## config.mk

```make
export PLATFORM = sky130hd
export DESIGN_NAME = instruction_fetch_register
export DESIGN_NICKNAME = d
export VERILOG_FILES = /design/src/rtl/instr_pkg.sv /design/src/rtl/instr_queue.sv /design/src/rtl/instruction_fetch_register.sv
export SDC_FILE = /design/constraint.sdc
export NUM_CORES = 1
export LEC_CHECK = 0
export BUFFER_PORTS_ARGS = -buffer_cell sky130_fd_sc_hd__buf_2
export CORE_ASPECT_RATIO = 1.2
export CORE_MARGIN = 2
export CORE_UTILIZATION = 49
export DETAILED_ROUTE_END_ITERATION = 6
export PLACE_DENSITY = 0.82
export SLEW_MARGIN = 20
export SYNTH_ARGS = -nofsm -noshare
export SYNTH_HDL_FRONTEND = slang
export SYNTH_SLANG_ARGS = --single-unit
```

## constraint.sdc

```tcl
create_clock -name Clock -period 2.6 [get_ports Clock]
set_input_delay 0.39 -clock Clock [delete_from_list [all_inputs] [get_ports Clock]]
set_output_delay 0.39 -clock Clock [all_outputs]
set_load 0.02 [all_outputs]
```

## src/rtl/instr_pkg.sv

```systemverilog
// Shared constants and encodings for the instruction fetch register slice.
package instr_pkg;

  localparam int DEF_IN_W      = 8;
  localparam int DEF_NUM_PARTS = 2;
  localparam int DEF_DEPTH     = 2;

  typedef enum logic {
    MODE_AUTO   = 1'b0,
    MODE_DIRECT = 1'b1
  } mode_e;

  // Slice selector width; a single-slice instruction still gets a 1-bit select.
  function automatic int sel_width(input int num_parts);
    return (num_parts > 1) ? $clog2(num_parts) : 1;
  endfunction

endpackage

```

## src/rtl/instr_queue.sv

```systemverilog
// Shift-register FIFO: entry 0 is always the head, so the head data, valid
// flag and occupancy all come straight from flops.
module instr_queue
  import instr_pkg::*;
#(
  parameter int W     = DEF_IN_W * DEF_NUM_PARTS,
  parameter int DEPTH = DEF_DEPTH
) (
  input  logic                       Clock,
  input  logic                       Reset,
  input  logic                       push,
  input  logic [W-1:0]               push_data,
  input  logic                       pop,
  input  logic                       flush,
  output logic                       valid,
  output logic [W-1:0]               data,
  output logic [$clog2(DEPTH+1)-1:0] count
);

  localparam int CW = $clog2(DEPTH + 1);

  logic [W-1:0]  entries   [DEPTH];
  logic [W-1:0]  entries_n [DEPTH];
  logic [CW-1:0] count_n;
  logic [CW-1:0] wr_idx;
  logic          do_pop;
  logic          do_push;

  assign do_pop  = pop && (count != '0);
  assign do_push = push && ((count < CW'(DEPTH)) || do_pop);
  assign wr_idx  = count - CW'(do_pop);

  // Next-state: shift out the head on pop, then drop the new word into the first free slot.
  always_comb begin
    // NOTE: every combinational output gets a default first so no path leaves it unassigned (no latch).
    entries_n = entries;
    count_n   = count + CW'(do_push) - CW'(do_pop);
    if (do_pop) begin
      for (int i = 0; i < DEPTH - 1; i++) entries_n[i] = entries[i + 1];
    end
    if (do_push) begin
      for (int i = 0; i < DEPTH; i++) begin
        if (wr_idx == CW'(i)) entries_n[i] = push_data;
      end
    end
    if (flush) begin
      count_n = '0;
      for (int i = 0; i < DEPTH; i++) entries_n[i] = '0;
    end
  end

  // Storage, occupancy and registered valid flag.
  always_ff @(posedge Clock or posedge Reset) begin
    if (Reset) begin
      // NOTE: storage is reset because entry 0 drives the visible head output, which must read zero in reset.
      for (int i = 0; i < DEPTH; i++) entries[i] <= '0;
      count <= '0;
      valid <= 1'b0;
    end else begin
      // NOTE: state updates use non-blocking assignments so every flop samples pre-edge values.
      entries <= entries_n;
      count   <= count_n;
      valid   <= (count_n != '0);
    end
  end

  assign data = entries[0];

endmodule

```

## src/rtl/instruction_fetch_register.sv

```systemverilog
// Assembles an instruction from IN_W-bit slices (sequentially or by address)
// and hands completed words to a small output queue.
module instruction_fetch_register
  import instr_pkg::*;
#(
  parameter int IN_W      = DEF_IN_W,
  parameter int NUM_PARTS = DEF_NUM_PARTS,
  parameter int DEPTH     = DEF_DEPTH
) (
  input  logic                              Clock,
  input  logic                              Reset,
  input  logic [IN_W-1:0]                   I,
  input  logic                              Write,
  input  logic                              Mode,
  input  logic [sel_width(NUM_PARTS)-1:0]   Sel,
  input  logic                              Commit,
  input  logic                              Flush,
  input  logic                              OutReady,
  output logic [IN_W*NUM_PARTS-1:0]         IROut,
  output logic                              WriteReady,
  output logic                              OutValid,
  output logic [IN_W*NUM_PARTS-1:0]         OutData,
  output logic [$clog2(DEPTH+1)-1:0]        Count
);

  localparam int W  = IN_W * NUM_PARTS;
  localparam int SW = sel_width(NUM_PARTS);
  localparam int CW = $clog2(DEPTH + 1);

  mode_e         mode;
  logic [SW-1:0] ptr;
  logic [SW-1:0] ptr_n;
  logic [SW-1:0] slot;
  logic [W-1:0]  ir_q;
  logic [W-1:0]  ir_n;
  logic          last;
  logic          space;
  logic          wr_en;
  logic          push;

  assign mode  = mode_e'(Mode);
  assign last  = (ptr == SW'(NUM_PARTS - 1));
  // Space counts a same-edge pop, so a full queue still takes a word while draining.
  assign space = (Count < CW'(DEPTH)) || (OutValid && OutReady);

  // Only the completing slice of an auto-mode instruction can be stalled.
  assign WriteReady = (mode == MODE_DIRECT) ? space : (!last || space);

  // Slice selection, pointer advance and push decision; the merged word is what gets pushed.
  always_comb begin
    slot  = ptr;
    wr_en = 1'b0;
    push  = 1'b0;
    ptr_n = ptr;
    if (mode == MODE_DIRECT) begin
      slot  = Sel;
      wr_en = Write;
      push  = Commit && space;
      ptr_n = '0;
    end else begin
      wr_en = Write && WriteReady;
      push  = wr_en && last;
      if (wr_en) ptr_n = last ? '0 : ptr + SW'(1);
    end

    // An out-of-range Sel matches no slice and therefore writes nothing.
    ir_n = ir_q;
    for (int p = 0; p < NUM_PARTS; p++) begin
      if (wr_en && (slot == SW'(p))) ir_n[p*IN_W +: IN_W] = I;
    end

    if (Flush) begin
      ptr_n = '0;
      ir_n  = '0;
      push  = 1'b0;
    end
  end

  // Assembly register and slice pointer.
  always_ff @(posedge Clock or posedge Reset) begin
    if (Reset) begin
      ir_q <= '0;
      ptr  <= '0;
    end else begin
      ir_q <= ir_n;
      ptr  <= ptr_n;
    end
  end

  assign IROut = ir_q;

  instr_queue #(
    .W     (W),
    .DEPTH (DEPTH)
  ) u_queue (
    .Clock     (Clock),
    .Reset     (Reset),
    .push      (push),
    .push_data (ir_n),
    .pop       (OutValid && OutReady),
    .flush     (Flush),
    .valid     (OutValid),
    .data      (OutData),
    .count     (Count)
  );

endmodule

```

## Word level (Yosys, flattened, before mapping)

Cells that the tools add are included.

| storage, ports and cells | value |
|---|---|
| register bits after elaboration | 52 |
| input bits | 16 |
| output and inout bits | 36 |
| word-level logic and storage cells | 50 |

| operators by class | value |
|---|---|
| $add $sub $neg | 4 |
| magnitude comparators | 1 |
| equality and inequality tests | 1 |
| mux-type cells | 18 |
| bitwise logic cells | 1 |
| reduce and logical (&&, ||, !) cells | 19 |

Operators with widths:

| cell | number |
|---|---|
| 16-bit two-way mux | 4 |
| 32-bit two-way mux | 2 |
| 8-bit two-way mux | 2 |
| 1-bit two-way mux | 9 |
| 1-bit logical AND | 8 |
| 2-bit nonzero test | 4 |
| 2-bit by 1-bit subtractor with 2-bit output | 2 |
| 1-bit logical OR | 3 |
| 3-bit nonzero test | 1 |
| 2-bit by 1-bit adder with 2-bit output | 1 |
| 2-bit by 1-bit equality test with 1-bit output (second input constant) | 1 |
| 2-bit zero test | 1 |
| 2-bit less-than comparator (second input constant) | 1 |
| 2-bit two-way mux | 1 |
| 2-bit AND reduction | 1 |
| 1-bit adder (second input constant) | 1 |
| 1-bit zero test | 1 |
| 1-bit inverter | 1 |

## Longest topological paths before layout

| depth | value |
|---|---|
| word-level depth | 13 |
| depth in mapped cells | 10 |
| gate-level depth less buffers | 8 |

## Modules after synthesis

A second synthesis with hierarchy kept.

| second synthesis, totals | value |
|---|---|
| cell total of the unflattened synthesis | 232 |
| area, all modules | 2662.6 um^2 |

By module, submodules not included:

| module | instances | cells each | area each (um^2) | sequential area each (um^2) |
|---|---|---|---|---|
| instr_queue | 1 | 150 | 1816.7 | 875.8 |
| instruction_fetch_register | 1 | 82 | 845.8 | 425.4 |

## Worst setup path after synthesis

No wires, ideal clock.

| timing | value |
|---|---|
| path kind | flip-flop to flip-flop |
| from | register u_queue.count[1] |
| to | register u_queue.entries[13] (netlist bit) |
| setup time | 79 ps |
| arrival | 2823 ps |
| data required time | 2521 ps |
| slack | -303 ps |
| cell stages (with the launch flop) | 11 |
| buffers on the path | 3 |
| period minus slack after synthesis | 2903 ps |
| cell sequence | dfrtp_1 o211ai_1 clkinv_1 clkbuf_1 ha_1 xor2_1 a2111oi_4 and2_1 buf_6 buf_12 mux2i_1 |

| on the way | value |
|---|---|
| cells in the longest elaborated chain, start to end | 12 |
| elaborated cells on any way between the ends | 25 |
| classes of those cells | 1 x add/sub; 1 x order compare; 1 x eq/ne; 9 x mux; 13 x reduce/logical |

RTL lines:

| what | RTL line | text |
|---|---|---|
| start, declared | instr_queue.sv:17 | `output logic [$clog2(DEPTH+1)-1:0] count` |
| start signal, assigned | instr_queue.sv:62 | `count <= count_n;` |
| 2-bit less-than comparator | instr_queue.sv:30, instruction_fetch_register.sv:44 |  |
| 1-bit logical OR | instruction_fetch_register.sv:44 | `assign space = (Count < CW'(DEPTH)) \|\| (OutValid && OutReady);` |
| 1-bit logical OR | instruction_fetch_register.sv:47 | `assign WriteReady = (mode == MODE_DIRECT) ? space : (!last \|\| space);` |
| 1-bit two-way mux | instruction_fetch_register.sv:47 |  |
| 1-bit logical AND | instruction_fetch_register.sv:61 | `wr_en = Write && WriteReady;` |
| 1-bit two-way mux | instruction_fetch_register.sv:55 | `if (mode == MODE_DIRECT) begin` |
| 1-bit logical AND | instruction_fetch_register.sv:69 | `if (wr_en && (slot == SW'(p))) ir_n[p*IN_W +: IN_W] = I;` |
| 8-bit two-way mux | instruction_fetch_register.sv:69 |  |
| 16-bit two-way mux | instruction_fetch_register.sv:72 | `if (Flush) begin` |
| 16-bit two-way mux | instr_queue.sv:43 | `if (wr_idx == CW'(i)) entries_n[i] = push_data;` |
| 32-bit two-way mux | instr_queue.sv:41 | `if (do_push) begin` |
| 32-bit two-way mux | instr_queue.sv:46 | `if (flush) begin` |
| end signal, assigned | instr_queue.sv:61 | `entries <= entries_n;` |
| end, declared | instr_queue.sv:22 | `logic [W-1:0] entries [DEPTH];` |

Several ways; a longest one is shown, not always the timed one. The select of a mux whose other input is x is not followed.
A chain may end at the register's enable or synchronous reset.

## Worst setup path after layout

| timing | value |
|---|---|
| from | register u_queue.count[1] |
| to | register u_queue.entries[4] (netlist bit) |

The elaborated chain is that of the path after synthesis.

==> results.ini <==
[logic_synthesis]
yosysTopAreaCell = dfrtp_1
synth_area_per_cell_um2 = 11.5
syn_inst = 223
yosys_warnings = 0
synth-seq-cells = 52
synth_nets = 241
synth_top_area_frac = 0.507
ys_seq_area_frac = 0.507
syn_area_um2 = 2570
yosysUniqueCellTypes = 30
yosys-top-cells-area = dfrtp_1 (51%), mux2i_1 (13%), a221oi_1 (5.5%), buf_4 (5.3%), a211oi_1 (5.0%)

[power]
leakage_nw = 1.41
vdd_drop_max_mv = 0.280
switching_share = 0.289
seq_power_share = 0.526
p_clk_frac = 0.294
p_comb_frac = 0.179
p_int_mw = 1.17
power_density_nw_per_um2 = 573
power.net_switching_mw = 0.478

[sta]
post-route-period-util = 0.865
slew_headroom = 0.637
setup_violations = 0
final.min_clock_period_ns = 2.25
finalSetupTns_ns = 0
skew_ns = 0.0101
tightest_slew_ns = 0.543
slew_violations = 0
rsz0062_at_grt = false
hold_viol = 0
fmax_ghz = 0.444

[finish]
diodes = 0
mostFrequentLayoutCells = buf_2 (51), dfrtp_1 (50), mux2i_1 (33), nor2_1 (19)
mostFrequentLayoutCell = buf_2
layout.nets = 278
instances_no_fill = 320
drive_gt1_frac = 0.308
area_growth_pct = 12.1

[setup_path]
crit_start = u_queue.count[1]
max_stage_delay_ns = 0.45
cp.arrival_ns = 2.48
crit_slowest_cell = dfrtp_2
reg2reg_to = u_queue.entries[4]
endpoint = u_queue.entries[4]
crit_chain = o211ai_1 > clkinv_2 > ha_4 > xor2_2 > a2111oi_4 > and2_1 > buf_4 > mux2i_1
reg2reg_setup_slack_ns = 0.35
r2r_cells = 8
path_max_fanout = 16
endpoint_kind = register
worstSetupPathType = register to register
cp-start-kind = register
critical_path_required_ns = 2.83
rr_startpoint = u_queue.count[1]

[grt]
grt_antenna_before_repair = 0
grt-ovfl-total = 0
grt_usage = 0.208
grt_max_degree = 39
grt_pass1_vias = 1873
grt_pass1_wl_um = 9520

[clocking]
cts_tree = built
clkSlewWorstSetupHoldPaths_ns = 0.09
htreeDepth = 2
clk_path_buf_depth = 2
cts_setup_buffers = 0
hold_buffers = 0
cts.root.buffer_cell = clkbuf_8
clock_latency_ns = 0.31
cts_resized = 0
cts_sinks = 52
cts_buffers = 5

[floorplan]
die_h_um = 83.3
fp.dieW_um = 70.1
row_count = 28
core-area_um2 = 5010
ios = 52
dieArea_um2 = 5840
initial_core_util = 0.512

[hold_path]
hp-class = input pin to asynchronous set/reset pin

[place]
gp_congestion = 0.754
hpwl_um = 3790
dpl.cell_count = 313
placement.io_buffers = 51

[detailed_routing]
firstDrtPassIters = 4
vias_per_cell = 5.68
num_vias = 1819
avgRoutedWirePerCell_um = 17.6
drt-initial-drc-count = 142
routed_wl_um = 5630
antenna_left = 0
route.detailed.drc = 0

[run_status]
status = completed

[flow_run]
cap_violations = 0

-- synth_stat cells, drive strengths merged --
library cell and count:
nand2 3, xor2 1, nand2b 16, clkbuf 10, nor2b 1, buf 21
a221oi 16, ha 2, mux2i 33, xnor2 1, clkinv 1, dfrtp 52
a211oi 17, inv 3, nor2 19, nor4 1, and2 18, o21ai 2
or2 1, nand3 1, o211ai 1, nand3b 1, a2111oi 1, a21boi 1
-- power by group through the flow --
stage	Clock [mW]	Sequential (mW)	Combinational [mW]
final	0.486	0.869	0.296
after global routing	0.523	0.874	0.321
after CTS	0.494	0.869	0.298
after detailed placement	0	0.885	0.295
after global placement	0	0.882	0.291
after floorplan	0	0.901	0.206
-- registers in the layout (all words and copies together) (netlist names) --
name and count:
IROut 16, last 1, u_queue.count 2, u_queue.data 16, u_queue.entries 16, u_queue.valid 1
-- kinds of logic (layout without fill, tap and decap cells) --
kind of cell / count (synthesis) / count (layout) / synth area share
buf+inv: 35 / 72 / 0.0872
compound gates: 38 / 38 / 0.128
xor+xnor: 2 / 2 / 0.00682
mux: 33 / 33 / 0.129
flops: 52 / 52 / 0.507
fa+ha+maj: 2 / 2 / 0.00975
simple gates: 61 / 61 / 0.133
-- worst max-delay path, delay by kind of cell, from the launching register on --
kind            cells  cell delay, ns
flops               1            0.45
mux                 1            0.22
simple gates        1            0.18
buf+inv             2            0.43
compound gates      2            0.54
fa+ha+maj           1            0.18
xor+xnor            1            0.16
-- through the flow --
| step | hold WS, ns | setup WS [ns] | total power, mW | instance area, um2 | util |
|---|---|---|---|---|---|
| CTS | 0.0373 | 0.337 | 1.66 | 2880 | 0.575 |
| global route | 0.0555 | 0.163 | 1.72 | 2880 | 0.575 |
| detailed placement | 0.383 | 0.367 | 1.18 | 2790 | 0.556 |
| global placement | 0.376 | 0.491 | 1.17 | 2790 | 0.556 |
| finish | 0.0327 | 0.350 | 1.65 | 2880 | 0.575 |
| floorplan | 0.462 | 0.00742 | 1.11 | 2600 | - |
-- layout make-up --
type	count	area [um2]
Clock buffer	6	82.6
Clock inverter	1	8.76
Fill cell	426	2130
Inverter	4	16.3
Multi-Input combinational cell	136	1060
Sequential cell	52	1300
Tap cell	60	75.1
Timing Repair Buffer	61	330
-- worst min-delay path by stage --
stage / startpoint / to / slack [ns]
final: Reset / u_queue.entries[12] / 0.03
after global routing: Reset / IROut[15] / 0.06
after CTS: Reset / IROut[15] / 0.04
after detailed placement: Reset / IROut[10] / 0.38
after global placement: Reset / IROut[10] / 0.38
after floorplan: Mode / last / 0.46
-- routing by layer --
metal	global-route usage	share of wire	up-vias
met2	0.332	0.51	50
met3	0.0413	0.047	16
met5	0	0	-
met4	0.108	0.030	0
met1	0.267	0.41	905
li1	-	-	848
(Power assumes the default switching activity.)
